## config.mk

```make
export PLATFORM = sky130hd
export DESIGN_NAME = wb_stage
export DESIGN_NICKNAME = d
export VERILOG_FILES = /design/src/rtl/wb_stage.sv
export SDC_FILE = /design/constraint.sdc
export NUM_CORES = 1
export LEC_CHECK = 0
export ABC_AREA = 1
export CAP_MARGIN = 20
export CORE_MARGIN = 2
export CORE_UTILIZATION = 46
export CTS_CLUSTER_DIAMETER = 100
export DETAILED_ROUTE_END_ITERATION = 7
export PLACE_DENSITY = 0.83
export REMOVE_ABC_BUFFERS = 1
export SYNTH_ARGS = -nofsm -noshare
export SYNTH_HDL_FRONTEND = slang
export SYNTH_SLANG_ARGS = --single-unit
```

## constraint.sdc

```tcl
create_clock -name clk -period 1.5 [get_ports clk]
set_input_delay 0.3 -clock clk [delete_from_list [all_inputs] [get_ports clk]]
set_output_delay 0.3 -clock clk [all_outputs]
set_load 0.05 [all_outputs]
```

## src/rtl/wb_stage.sv

```systemverilog
// wb_stage -- final pipeline stage, drives the register-bank write port.
//
// Retiring instructions arrive from the memory stage over valid_i/ready_o.
// An ALU result is committed one cycle after it is accepted. A load waits in
// WAIT_MEM for mem_rvalid_i, then its byte, half or word is extracted and
// extended and committed one cycle later. Misaligned loads, illegal funct3
// values and loads whose data never arrives raise a one-cycle load_fault_o.
//
// Ports:
//   clk, rst            clock (rising edge), synchronous active-high reset
//   valid_i / ready_o   retire handshake; ready_o is high only in IDLE
//   rd_addr_i           destination register
//   alu_result_i        result for non-load instructions
//   write_en_i          instruction writes rd
//   load_ctrl_i         instruction is a load
//   load_type_ctrl_i    funct3: 000 LB, 001 LH, 010 LW, 100 LBU, 101 LHU
//   byte_offset_i       load address bits [1:0]
//   mem_rvalid_i        load data valid (sampled only in WAIT_MEM)
//   mem_rdata_i         raw aligned word from data memory
//   reg_waddr_o         register-bank write address (holds while wen=0)
//   reg_wdata_o         register-bank write data (holds while wen=0)
//   reg_wen_o           register-bank write enable, one-cycle pulse
//   stall_o             upstream stall while a load is outstanding
//   load_fault_o        one-cycle pulse for a faulted load
module wb_stage #(
   parameter int unsigned WORD_WIDTH   = 32,
   parameter int unsigned ADDR_WIDTH   = 5,
   parameter int unsigned LOAD_TIMEOUT = 15
) (
   input  logic                  clk,
   input  logic                  rst,
   input  logic                  valid_i,
   output logic                  ready_o,
   input  logic [ADDR_WIDTH-1:0] rd_addr_i,
   input  logic [WORD_WIDTH-1:0] alu_result_i,
   input  logic                  write_en_i,
   input  logic                  load_ctrl_i,
   input  logic [2:0]            load_type_ctrl_i,
   input  logic [1:0]            byte_offset_i,
   input  logic                  mem_rvalid_i,
   input  logic [WORD_WIDTH-1:0] mem_rdata_i,
   output logic [ADDR_WIDTH-1:0] reg_waddr_o,
   output logic [WORD_WIDTH-1:0] reg_wdata_o,
   output logic                  reg_wen_o,
   output logic                  stall_o,
   output logic                  load_fault_o
);

   localparam logic [0:0] S_IDLE     = 1'b0;
   localparam logic [0:0] S_WAIT_MEM = 1'b1;

   localparam logic [7:0] TIMEOUT_LAST = 8'(LOAD_TIMEOUT - 1);

   logic [0:0]            r_state;
   logic [7:0]            r_count;
   logic [ADDR_WIDTH-1:0] r_rd;
   logic [2:0]            r_type;
   logic [1:0]            r_off;
   logic                  r_we;
   logic [ADDR_WIDTH-1:0] r_waddr;
   logic [WORD_WIDTH-1:0] r_wdata;
   logic                  r_wen;
   logic                  r_fault;

   logic                  w_accept;
   logic                  w_legal;
   logic                  w_misaligned;
   logic [7:0]            w_byte;
   logic [15:0]           w_half;
   logic [WORD_WIDTH-1:0] w_load_data;

   assign ready_o      = (r_state == S_IDLE);
   assign stall_o      = (r_state == S_WAIT_MEM);
   assign reg_waddr_o  = r_waddr;
   assign reg_wdata_o  = r_wdata;
   assign reg_wen_o    = r_wen;
   assign load_fault_o = r_fault;

   assign w_accept = valid_i && (r_state == S_IDLE);

   always_comb begin
      w_legal = 1'b0;
      case (load_type_ctrl_i)
         3'b000, 3'b001, 3'b010, 3'b100, 3'b101: w_legal = 1'b1;
         default:                                w_legal = 1'b0;
      endcase
   end

   // Halfword loads (LH/LHU share funct3[1:0]=01) need an even offset; LW needs 0.
   assign w_misaligned = ((load_type_ctrl_i[1:0] == 2'b01) && byte_offset_i[0]) ||
                         ((load_type_ctrl_i == 3'b010) && (byte_offset_i != 2'b00));

   always_comb begin
      w_byte = '0;
      case (r_off)
         2'd0:    w_byte = mem_rdata_i[7:0];
         2'd1:    w_byte = mem_rdata_i[15:8];
         2'd2:    w_byte = mem_rdata_i[23:16];
         default: w_byte = mem_rdata_i[31:24];
      endcase
   end

   assign w_half = r_off[1] ? mem_rdata_i[31:16] : mem_rdata_i[15:0];

   always_comb begin
      w_load_data = mem_rdata_i;
      case (r_type)
         3'b000:  w_load_data = {{(WORD_WIDTH-8){w_byte[7]}}, w_byte};
         3'b001:  w_load_data = {{(WORD_WIDTH-16){w_half[15]}}, w_half};
         3'b100:  w_load_data = {{(WORD_WIDTH-8){1'b0}}, w_byte};
         3'b101:  w_load_data = {{(WORD_WIDTH-16){1'b0}}, w_half};
         default: w_load_data = mem_rdata_i;
      endcase
   end

   always_ff @(posedge clk) begin
      if (rst) begin
         r_state <= S_IDLE;
         r_count <= '0;
         r_rd    <= '0;
         r_type  <= '0;
         r_off   <= '0;
         r_we    <= 1'b0;
         r_waddr <= '0;
         r_wdata <= '0;
         r_wen   <= 1'b0;
         r_fault <= 1'b0;
      end else begin
         r_wen   <= 1'b0;
         r_fault <= 1'b0;
         case (r_state)
            S_IDLE: begin
               if (w_accept) begin
                  if (!load_ctrl_i) begin
                     // Address/data only move on a real write so they hold otherwise.
                     if (write_en_i && (rd_addr_i != '0)) begin
                        r_wen   <= 1'b1;
                        r_waddr <= rd_addr_i;
                        r_wdata <= alu_result_i;
                     end
                  end else if (!w_legal || w_misaligned) begin
                     r_fault <= 1'b1;
                  end else begin
                     r_rd    <= rd_addr_i;
                     r_type  <= load_type_ctrl_i;
                     r_off   <= byte_offset_i;
                     r_we    <= write_en_i;
                     r_count <= '0;
                     r_state <= S_WAIT_MEM;
                  end
               end
            end
            S_WAIT_MEM: begin
               if (mem_rvalid_i) begin
                  if (r_we && (r_rd != '0)) begin
                     r_wen   <= 1'b1;
                     r_waddr <= r_rd;
                     r_wdata <= w_load_data;
                  end
                  r_state <= S_IDLE;
               end else if (r_count == TIMEOUT_LAST) begin
                  r_fault <= 1'b1;
                  r_state <= S_IDLE;
               end else begin
                  r_count <= r_count + 8'd1;
               end
            end
            default: r_state <= S_IDLE;
         endcase
      end
   end

endmodule
```

==> run metrics <==
Starting Density=about 47%; Die H=90.4 um; DR vias=4247; Mapped Area=around 3400 um2; io pins=~120; clock latency on the worst-skew pair=340 ps; number of synthesized register bits=slightly below 60; reg2reg path depth=5; Post-Place Cells=between 700 and 800; min cycle time layout=~1500 ps; Antenna diodes=0; largest net degree at the start of global routing=42; drt pass-1 iters=5; Final #Nets=759; syn_area_per_cell=6.29 um2; Yosys cell types=28; hold path cells=2; Area Growth Syn to Fin=62.6%; path type of the worst min-delay path=reg2reg; VDD IR max=between 0.4 and 0.5 mV; WHS=approximately 470 ps; most frequent cell after synthesis=nand2_1; Finished Cell Area=approximately 5600 um2; Crit Path Max Fanout=17; Top FF cell, synth=dfxtp_1; run status=complete, no violations; num rows=31; GPL Wtd Cong=~0.9; Initial DRC Count=between 300 and 400; core area=between 7000 and 8000 um2; RSZ-0062 raised after global routing=yes; pwr dens=just under 800 nW/um2; area leader, netlist=dfxtp_1; Slew HR=73.3%; H-Tree Depth=3; DR DRC count=0; actual slew at the worst max-slew pin=around 400 ps; maximum clock frequency=0.675 GHz; number of synthesized flops with an enable pin=0; # clock sinks=a little under 60; total track usage=27.3%; first-pass GRT wire length=between 15 and 20 mm; commonest cells in the synthesized netlist=98 x nand2_1, 81 x a21oi_1, 66 x nor2_1, 59 x dfxtp_1, 54 x o21ai_0; Final Skew=5.22 ps; CTS tree=done; GRT Residual Overflow=0; Cell Count, Final, Fillers Out=about 780; CTS clock-pin slew for the worst setup and hold paths=60 ps; share of cells above drive strength 1=between 10% and 20%; largest cells by area after synthesis=dfxtp_1 34%, a21oi_1 12%, nand2_1 11%; area of the die=~8200 um2; fillcell total=about 500; CP Capture Type=output port; P_leak=roughly 2.4 nW; critical path required time=1200 ps; CTS Buf Count=9; Port Buf Inserts=120; Clock Tree Buf Depth=2; Crit Path Class=reg2out; initial antenna violation count=0; Yosys top cell area share=between 30% and 40%; sequential cell area fraction in the yosys report=roughly a third; remaining antenna violation count=0; vias in the first global route=just under 4000; period utilization=slightly below 100%; vias per cell=around 5.4; Yosys warning total=0; max-cap viol count=0; Routed WL per cell=~15 um; Pwr Total=between 4 and 5 mW; Hold Violations, Final=0; post-place setup slack=-242 ps; final setup vio count=0; Detailed Route WL=approximately 12 mm; Setup WS post-layout=around 18 ps; crit path DAT=about 1200 ps; Die W=90.4 um; Critical Path Source Type=register; Post-synth ARST share=0%; Root Buffer=clkbuf_8; Slew Viols, Final=0; synthesized netlist cell count=~550; placed cell areas=between 5000 and 6000 um2; DP HPWL=8.23 mm
==> worst max-delay path: stages (launching register included) <==
cell     delay, ps
dfxtp_4        380
inv_2          130
buf_12         170
buf_6          170
==> per-layer routing <==
layer	wire (um)	global-route usage, %
met5	0	0
met1	4570	32.3
met3	1060	6.09
met2	5680	48.2
met4	261	10.3
==> repair_timing <==
| action | 4_1_cts | 5_1_grt |
|---|---|---|
| cloned | 0 | 1 |
| setup endpoints to repair | 2 | 17 |
| resized for setup | 8 | 13 |
| hold buffers | 0 | 0 |
| setup buffers | 0 | 2 |
| endpoints found under the hold margin | 0 | 0 |
==> logic make-up after synthesis <==
logic type / count (synthesis) / synth area share (%)
XOR/XNOR: 3 / 0.766
AO/OA/AOI/OAI: 157 / 23.5
AND/OR/NAND/NOR: 236 / 29.7
buffers and inverters: 89 / 10.9
flip-flops: 59 / 34.4
adder cells (fa/ha/maj): 2 / 0.729
==> path summary, 6_finish.rpt <==
path / slack (ps) / startpoint / end
max: 20 / stall_o$_SDFF_PP0_ / ready_o
min reg2reg: 470 / r_rd[0]$_SDFFE_PP0P_ / r_rd[0]$_SDFFE_PP0P_
min: 470 / r_rd[0]$_SDFFE_PP0P_ / r_rd[0]$_SDFFE_PP0P_
max reg2reg: 90 / r_type[1]$_SDFFE_PP0P_ / reg_wdata_o[1]$_SDFFE_PP0P_
==> final cells by class <==
class	count	area [um2]	area share, %
Timing Repair Buffer	155	1960	35.1
Sequential cell	59	1190	21.3
Multi-Input combinational cell	398	1910	34.2
Inverter	54	206	3.70
Tap cell	99	124	2.22
Clock buffer	11	141	2.53
Clock inverter	5	52.6	0.941
==> power by group <==
| part | internal, mW | switching [mW] | total (mW) |
|---|---|---|---|
| Combinational | 0.628 | 0.627 | 1.25 |
| Sequential | 1.64 | 0.0814 | 1.72 |
| Clock | 0.804 | 0.639 | 1.44 |
| Total | 3.07 | 1.35 | 4.42 |
==> through the flow <==
| step | utilization, % | setup TNS [ps] |
|---|---|---|
| finish | 77.0 | 0 |
| global placement | 72.7 | -8050 |
| floorplan | - | -63300 |
| CTS | 75.8 | 0 |
| global route | 77.0 | -75.5 |
| detailed placement | 72.7 | -10420 |
==> sequential cells by signal (all words and copies together), names as in the netlist <==
| signal | cells |
|---|---|
| r_rd | 5 |
| r_type | 3 |
| r_off | 2 |
| stall_o | 1 |
| r_we | 1 |
| r_count | 8 |
| reg_waddr_o | 5 |
| reg_wdata_o | 32 |
| load_fault_o | 1 |
| reg_wen_o | 1 |
==> placed cells by master (no fill, tap or decap), drive strengths merged <==
master	instances
a21oi	83
and2	3
buf	75
bufinv	1
clkbuf	12
clkdlybuf4s50	79
clkinv	3
clkinvlp	2
dfxtp	59
ha	2
inv	53
nand2	100
nand3	41
nand4	5
nor2	66
nor3	3
o211ai	5
o21ai	69
or2	18
xnor2	2
xor2	1
Note: power is estimated with default switching activity, not from simulation.
